<file path="src/rtl/fuser_scheduler_pkg.sv">
// Shared types and defaults for the modality-to-fuser scheduler.
// Default sizes are overridden per instance through module parameters.
package fuser_scheduler_pkg;

    localparam int NUM_MODALITY_DEF = 3;
    localparam int HV_DIMENSION_DEF = 8;
    localparam int WIN_CNT_W_DEF    = 16;
    localparam int MOD_W            = $clog2(NUM_MODALITY_DEF);

    typedef logic [HV_DIMENSION_DEF-1:0] hv_t;

    typedef enum logic [1:0] {
        S_IDLE,
        S_COLLECT,
        S_DRAIN
    } fsched_state_e;

    // Select width that stays at least one bit wide.
    function automatic int sel_width(input int n);
        return (n < 2) ? 1 : $clog2(n);
    endfunction

endpackage

</file>
<file path="src/rtl/fuser_scheduler_hv_onehot_mux.sv">
// N:1 hypervector select in AND-OR form; also steers the single ready back
// to the granted modality. Everything is zero while en_i is low.
module hv_onehot_mux #(
    parameter int N     = 3,
    parameter int D     = 8,
    parameter int SEL_W = 2
) (
    input  logic [SEL_W-1:0] sel_i,
    input  logic             en_i,
    input  logic             ready_i,
    input  logic [N-1:0]     valid_i,
    input  logic [N*D-1:0]   hv_i,
    output logic             valid_o,
    output logic [D-1:0]     hv_o,
    output logic [N-1:0]     ready_o
);

    logic [N-1:0] onehot;
    logic [N-1:0] valid_terms;
    logic [D-1:0] hv_terms [N];

    generate
        for (genvar gi = 0; gi < N; gi++) begin : g_lane
            assign onehot[gi]      = en_i && (sel_i == SEL_W'(gi));
            assign valid_terms[gi] = onehot[gi] & valid_i[gi];
            assign ready_o[gi]     = onehot[gi] & ready_i;
            assign hv_terms[gi]    = hv_i[gi*D +: D] & {D{onehot[gi]}};
        end
    endgenerate

    always_comb begin
        hv_o = '0;
        for (int i = 0; i < N; i++) begin
            hv_o = hv_o | hv_terms[i];
        end
    end

    assign valid_o = |valid_terms;

endmodule

</file>
<file path="src/rtl/fuser_scheduler.sv">
// Feeds one HV per modality, in order, into a single-input fuser, then waits
// for the fused result to leave before opening the next window.
module fuser_scheduler
    import fuser_scheduler_pkg::*;
#(
    parameter int NUM_MODALITY = NUM_MODALITY_DEF,
    parameter int HV_DIMENSION = HV_DIMENSION_DEF,
    parameter int WIN_CNT_W    = WIN_CNT_W_DEF,
    localparam int SEL_W       = sel_width(NUM_MODALITY)
) (
    input  logic                           clk_i,
    input  logic                           rst_ni,
    input  logic                           en_i,
    input  logic [NUM_MODALITY-1:0]        mod_valid_i,
    output logic [NUM_MODALITY-1:0]        mod_ready_o,
    input  logic [NUM_MODALITY*HV_DIMENSION-1:0] mod_hv_i,
    output logic                           fz_hvin_valid_o,
    input  logic                           fz_hvin_ready_i,
    output logic [HV_DIMENSION-1:0]        fz_hvin_o,
    input  logic                           fz_hvout_valid_i,
    input  logic                           fz_hvout_ready_i,
    output logic [SEL_W-1:0]               sel_o,
    output logic                           busy_o,
    output logic [WIN_CNT_W-1:0]           win_cnt_o,
    output logic                           proto_err_o
);

    localparam int WD_W = $clog2(NUM_MODALITY + 3);
    localparam logic [WD_W-1:0]      WD_LIMIT = WD_W'(NUM_MODALITY + 2);
    localparam logic [WD_W-1:0]      WD_ONE   = WD_W'(1);
    localparam logic [SEL_W-1:0]     SEL_LAST = SEL_W'(NUM_MODALITY - 1);
    localparam logic [SEL_W-1:0]     SEL_ONE  = SEL_W'(1);
    localparam logic [WIN_CNT_W-1:0] WIN_ONE  = WIN_CNT_W'(1);

    fsched_state_e        state_q;
    logic [SEL_W-1:0]     sel_q;
    logic                 busy_q;
    logic                 collect_q;
    logic [WIN_CNT_W-1:0] win_cnt_q;
    logic                 proto_err_q;
    logic [WD_W-1:0]      wd_q;

    logic fire;
    logic out_fire;

    hv_onehot_mux #(
        .N     (NUM_MODALITY),
        .D     (HV_DIMENSION),
        .SEL_W (SEL_W)
    ) u_mux (
        .sel_i   (sel_q),
        .en_i    (collect_q),
        .ready_i (fz_hvin_ready_i),
        .valid_i (mod_valid_i),
        .hv_i    (mod_hv_i),
        .valid_o (fz_hvin_valid_o),
        .hv_o    (fz_hvin_o),
        .ready_o (mod_ready_o)
    );

    // The mux valid is already gated by collect_q, so this only fires while collecting.
    assign fire     = fz_hvin_valid_o && fz_hvin_ready_i;
    assign out_fire = (state_q == S_DRAIN) && fz_hvout_valid_i && fz_hvout_ready_i;

    always_ff @(posedge clk_i) begin
        if (!rst_ni) begin
            state_q     <= S_IDLE;
            sel_q       <= '0;
            busy_q      <= 1'b0;
            collect_q   <= 1'b0;
            win_cnt_q   <= '0;
            proto_err_q <= 1'b0;
            wd_q        <= '0;
        end else begin
            case (state_q)
                S_IDLE: begin
                    if (en_i) begin
                        state_q   <= S_COLLECT;
                        sel_q     <= '0;
                        busy_q    <= 1'b1;
                        collect_q <= 1'b1;
                    end
                end
                S_COLLECT: begin
                    if (fire) begin
                        if (sel_q == SEL_LAST) begin
                            sel_q     <= '0;
                            state_q   <= S_DRAIN;
                            collect_q <= 1'b0;
                        end else begin
                            sel_q <= sel_q + SEL_ONE;
                        end
                    end
                end
                S_DRAIN: begin
                    if (out_fire) begin
                        win_cnt_q <= win_cnt_q + WIN_ONE;
                        sel_q     <= '0;
                        if (en_i) begin
                            state_q   <= S_COLLECT;
                            collect_q <= 1'b1;
                        end else begin
                            state_q <= S_IDLE;
                            busy_q  <= 1'b0;
                        end
                    end
                end
                default: begin
                    state_q   <= S_IDLE;
                    sel_q     <= '0;
                    busy_q    <= 1'b0;
                    collect_q <= 1'b0;
                end
            endcase

            // A fuser still asking for input while draining never saw the full window.
            if ((state_q == S_DRAIN) && fz_hvin_ready_i) begin
                if (wd_q == WD_LIMIT) begin
                    proto_err_q <= 1'b1;
                end else begin
                    wd_q <= wd_q + WD_ONE;
                end
            end else begin
                wd_q <= '0;
            end

            if (fz_hvout_valid_i && (state_q != S_DRAIN)) begin
                proto_err_q <= 1'b1;
            end
        end
    end

    assign sel_o       = sel_q;
    assign busy_o      = busy_q;
    assign win_cnt_o   = win_cnt_q;
    assign proto_err_o = proto_err_q;

endmodule

</file>
<file path="config.mk">
export PLATFORM = sky130hd
export DESIGN_NAME = fuser_scheduler
export DESIGN_NICKNAME = d
export VERILOG_FILES = /design/src/rtl/fuser_scheduler_pkg.sv /design/src/rtl/fuser_scheduler_hv_onehot_mux.sv /design/src/rtl/fuser_scheduler.sv
export SDC_FILE = /design/constraint.sdc
export NUM_CORES = 1
export LEC_CHECK = 0
export BUFFER_PORTS_ARGS = -buffer_cell sky130_fd_sc_hd__buf_2
export CORE_AREA = 4 4 60 62
export DETAILED_ROUTE_END_ITERATION = 12
export DIE_AREA = 0 0 64 66
export GPL_ROUTABILITY_DRIVEN = 0
export PLACE_DENSITY = 0.89
export REMOVE_ABC_BUFFERS = 1
export SYNTH_ARGS = -nofsm -noshare
export SYNTH_HDL_FRONTEND = slang
export SYNTH_SLANG_ARGS = --single-unit
</file>
<file path="constraint.sdc">
create_clock -name clk_i -period 4.8 [get_ports clk_i]
set_input_delay 1.44 -clock clk_i [delete_from_list [all_inputs] [get_ports clk_i]]
set_output_delay 1.44 -clock clk_i [all_outputs]
set_load 0.02 [all_outputs]
</file>
Word-level counts from Yosys, hierarchy flattened
Index checks and enable logic that the tools add are counted.
Cells by class
  $add $sub $neg: 3
  $mul: 0
  divide/modulo/power cells: 0
  order comparisons: 0
  equality and inequality tests: 11
  shifts and indexed selects: 0
  multiplexer cells: 23
  bitwise logic cells: 12
  reductions and logical operators: 20
Operator list (count)
  bitwise AND 8 bit: 3
  adder 16 x 1 -> 16 bit (second input constant): 1
  2-to-1 mux 2 bit: 8
  OR 8 bit: 2
  != test 2 bit (second input constant): 6
  case mux 2 bit (3 select lines): 2
  2-to-1 mux 1 bit: 11
  logical AND 1 bit: 8
  AND reduction 4 bit: 2
  bitwise AND 1 bit: 6
  case mux 1 bit (3 select lines): 2
  AND reduction 2 bit: 3
  AND reduction 3 bit: 2
  equality test 2 x 1 -> 1 bit (second input constant): 2
  equality test 2 bit (second input constant): 2
  zero test 2 bit: 2
  nonzero test 2 bit: 2
  adder 3 x 1 -> 3 bit (second input constant): 1
  equality test 3 bit (second input constant): 1
  OR reduction 3 bit: 1
  adder 2 x 1 -> 2 bit (second input constant): 1
  NOT 1 bit: 1
Storage, ports and cells
  register bits: 26
  bits in latches: 0
  bits in writable memories: 0
  ROM bits: 0
  output and inout port bits: 32
  memories: 0

Depth between registers and ports, before layout
  depth after elaboration: 7
  mapped depth: 6

Modules after synthesis
Synthesis repeated with hierarchy kept, for this count alone.
Second synthesis, totals
  cell total of the unflattened synthesis: 182
  area total of the unflattened synthesis: 1529.0 um^2
By module, submodules not included
  fuser_scheduler: times used 1, cells each 145, area an instance 1287.5 um^2
  hv_onehot_mux: times used 1, cells each 37, area an instance 241.5 um^2

Least setup slack after synthesis
OpenSTA, ideal clock, no wires.
  path type: input to output
  start point: input fz_hvin_ready_i
  end point: output mod_ready_o[1]
  arrival time: 2052 ps
  data required time: 3360 ps
  slack: 1308 ps
  cell stages on the path: 2
  cell sequence: nand2_1 -> nor3b_1
Between the ends
  longest elaborated chain between the ends: 1
RTL lines
  start: declaration: RTL line fuser_scheduler.sv:18  | input logic fz_hvin_ready_i,
  bitwise AND 1 bit: RTL line fuser_scheduler_hv_onehot_mux.sv:26  | assign ready_o[gi] = onehot[gi] & ready_i;
  end: declaration: RTL line fuser_scheduler.sv:15  | output logic [NUM_MODALITY-1:0] mod_ready_o,
Every way passes these cells.

Worst setup path in the final report
  start point: input mod_valid_i[1]
  end point: output fz_hvin_valid_o
Between the ends
  longest elaborated chain between the ends: 2
RTL lines
  start: declaration: RTL line fuser_scheduler.sv:14  | input logic [NUM_MODALITY-1:0] mod_valid_i,
  bitwise AND 1 bit: RTL line fuser_scheduler_hv_onehot_mux.sv:25  | assign valid_terms[gi] = onehot[gi] & valid_i[gi];
  OR reduction 3 bit: RTL line fuser_scheduler_hv_onehot_mux.sv:38  | assign valid_o = |valid_terms;
  end: declaration: RTL line fuser_scheduler.sv:17  | output logic fz_hvin_valid_o,
Every way passes these cells.

==> results.toml <==
[timing]
tns_ns = 0
tightest_slew_ns = 0.6980
finalSetupViolations = 0
fin_crit_sh_pct = 76.24
min_period_ns = 3.660
rsz0062_at_grt = "false"
clock.fmax_ghz = 0.2732
finClkSkew_ns = 0.003514
report.final.slew_viol_count = 0
max_slew_margin_pct = 53.41
hold_viol_final = 0

[setup_path]
path_cells = "buf_2 -> mux2_2 -> mux2i_1 -> nor2_1 -> buf_2"
reg2reg_from = "sel_o[1]"
cp-end-kind = "output port"
crit_path_start_kind = "input pin"
crit_top_cell = "buf_2"
path_depth = 5
timing.rr.end = "collect_q"
critPathKind = "input pin to output port"
rr_worst_depth = 4
required_ns = 3.36
r2r_slack_ns = 2.80
critPathSlowestCell = "mux2_2"
cp_num_buf_inv = 2
crit_path_max_incr_delay_ns = 0.27
cp_top_family = "multiplexers"
crit_path_max_fanout = 3
worstPathArrival_ns = 2.22

[yosys]
ys.flop_type = "dfxtp_1"
synth_top_area_cell = "dfxtp_1"
syn-cell-area_um2 = 1503
netlist_instances = 186
yosysSeqAreaShare_pct = 34.64
synth_area_leaders = "dfxtp_1, nor2_1, mux2i_1"
ys_types = 46
async_reset_ff_share_pct = 0
synth_seq_cells = 26
synth_top_cell_area_share_pct = 34.64
synth_edf_count = 0
avgSynthCellArea_um2 = 8.079
ys_warn_count = 0

[final_layout]
fin_area_um2 = 1876
diodes = 0
seqCellArea_um2 = 520.5
nNetsFinal = 282
multi_input_area_um2 = 908.4
nFillCells = 267
drive_gt1_share_pct = 29.39
syn_to_final_growth_pct = 24.81

[power]
power_density_nw_per_um2 = 226.5
vdd_drop_max_uv = 137.2
p_leak_uw = 0.0008318

[hold_path]
whs_path_depth = 2
holdPathEnd = "win_cnt_o[15]"
hp-start = "win_cnt_o[15]"
hold_class = "flop to flop"

[cts]
cts_hold_repair.buffers = 0
cts_max_path_buffers = 2
worstSkewPairLatency_ns = 0.32
post_cts_buffers = 0
path_clk_slew_ns = 0.14
cts_resized = 0
clock_sinks = 26
cts_made_buffers = 3
cts_tree = "built"
clockRootBuffer = "clkbuf_4"
htree_levels = 1

[drt]
post_drt_wl_per_cell_um = 12.03
drcViolationCount = 0
vias = 1506
wl_mm = 3.477
drt_iter0_markers = 87
drtAntennaViolNets = 0
avgViaCountPerCell = 5.211
drt_pass1_iterations = 4

[die]
fp.coreArea_um2 = 3028
die_y_um = 66
dieArea_um2 = 4224
io_pins = 65
fp.dieW_um = 64
start_util_pct = 49.63
rows = 20

[place]
io_buffer_count = 64
placed_area_um2 = 1823
dpl.hpwl_mm = 2.730

[global_route]
antenna_found_initial = 0
grt_pass1_wl_mm = 5.816
grt_overflow = 0
grt_pass1_vias = 1415
track_usage_pct = 16.93
grt_max_degree = 21

[run_status]
outcome = "completed"

[job]
cap_violations = 0
## worst max-delay path by stage
stage | to | slack [ns] | start
after floorplan | mod_ready_o[1] | 1.31 | fz_hvin_ready_i
after global placement | fz_hvin_valid_o | 1.16 | mod_valid_i[1]
after detailed placement | fz_hvin_valid_o | 1.15 | mod_valid_i[1]
after CTS | fz_hvin_valid_o | 1.14 | mod_valid_i[1]
after global routing | fz_hvin_valid_o | 1.09 | mod_valid_i[1]
final | fz_hvin_valid_o | 1.14 | mod_valid_i[1]
## power by group
group | internal [uW] | switching (uW)
Sequential | 219 | 3.90
Combinational | 24.0 | 29.6
Clock | 84.4 | 64.1
Total | 327 | 97.6
## flip-flops by register name (all words and copies together) (netlist names)
name         cells
sel_o            2
busy_o           1
wd_q             3
win_cnt_o       16
proto_err_o      1
collect_q        1
state_q          2
## final cells by class
cell class              instances  share of cell area (%)
repair buffers                 64                   17.08
inverters                       5                   1.001
well taps                      44                   2.935
multi-input cells             146                   48.43
clock buffers                   3                   1.201
clock inverters                 1                   1.601
flip-flops and latches         26                   27.75
## per-stage QoR
| step | utilization [%] | setup WS [ns] | total power [uW] | hold WS (ns) | std cells |
|---|---|---|---|---|---|
| after floorplan | - | 1.308 | 255.8 | 0.4876 | 177 |
| after global placement | 60.21 | 1.161 | 280.0 | 0.4619 | 285 |
| after detailed placement | 60.21 | 1.150 | 281.2 | 0.4698 | 285 |
| after CTS | 61.94 | 1.145 | 426.9 | 0.4941 | 289 |
| after global routing | 61.94 | 1.087 | 446.6 | 0.5226 | 289 |
| final | 61.94 | 1.140 | 424.8 | 0.4875 | 289 |
## worst register-to-register path, delay by kind of cell (launching register included)
family	cells	cell delay, ns
AND/OR/NAND/NOR	2	0.70
AO/OA/AOI/OAI	2	0.54
flip-flops	1	0.68
## cell families after synthesis
family,Yosys count,synth area share (%)
AO/OA/AOI/OAI,31,12.24
adder cells (fa/ha/maj),3,2.498
AND/OR/NAND/NOR,90,31.81
buffers and inverters,14,4.912
XOR/XNOR,10,5.829
flip-flops,26,34.64
multiplexers,12,8.077
## layer usage
layer  track usage [%]  share of wire (%)
met5                 0                  0
met4             4.852                1.0
met3             4.932                8.7
met2             31.87                 48
met1             18.13                 42
## cells in the final DEF, fill, tap and decap left out, types with 2 or more instances in the layout
cell / count
o21ai_0: 4
a21oi_1: 17
nand3_1: 9
inv_1: 4
buf_2: 64
clkbuf_4: 3
and3_1: 2
nand2_1: 13
ha_1: 3
nor2b_1: 2
nor3_1: 5
nor2_1: 33
nand4_1: 4
or3_1: 2
nand2b_1: 4
or4_1: 2
mux2i_1: 11
and2b_1: 2
dfxtp_1: 26
nor4b_1: 2
xor2_1: 2
xnor2_1: 8
o31ai_1: 2
## Yosys cell counts, types with 2 or more instances
library cell  number
nand3_1            9
xor2_1             2
and2b_1            2
nor4b_1            2
nand2_1           13
nor2_1            33
nand2b_1           4
nor2b_1            2
nor3_1             5
a21oi_1           17
ha_1               3
or4_1              2
clkbuf_1           3
mux2i_1           11
and3_1             2
nand4_1            4
inv_1              4
dfxtp_1           26
buf_6              2
o21ai_0            4
xnor2_1            8
o31ai_1            2
buf_2              2
or3_1              2
Note: power is estimated with default switching activity, not from simulation.
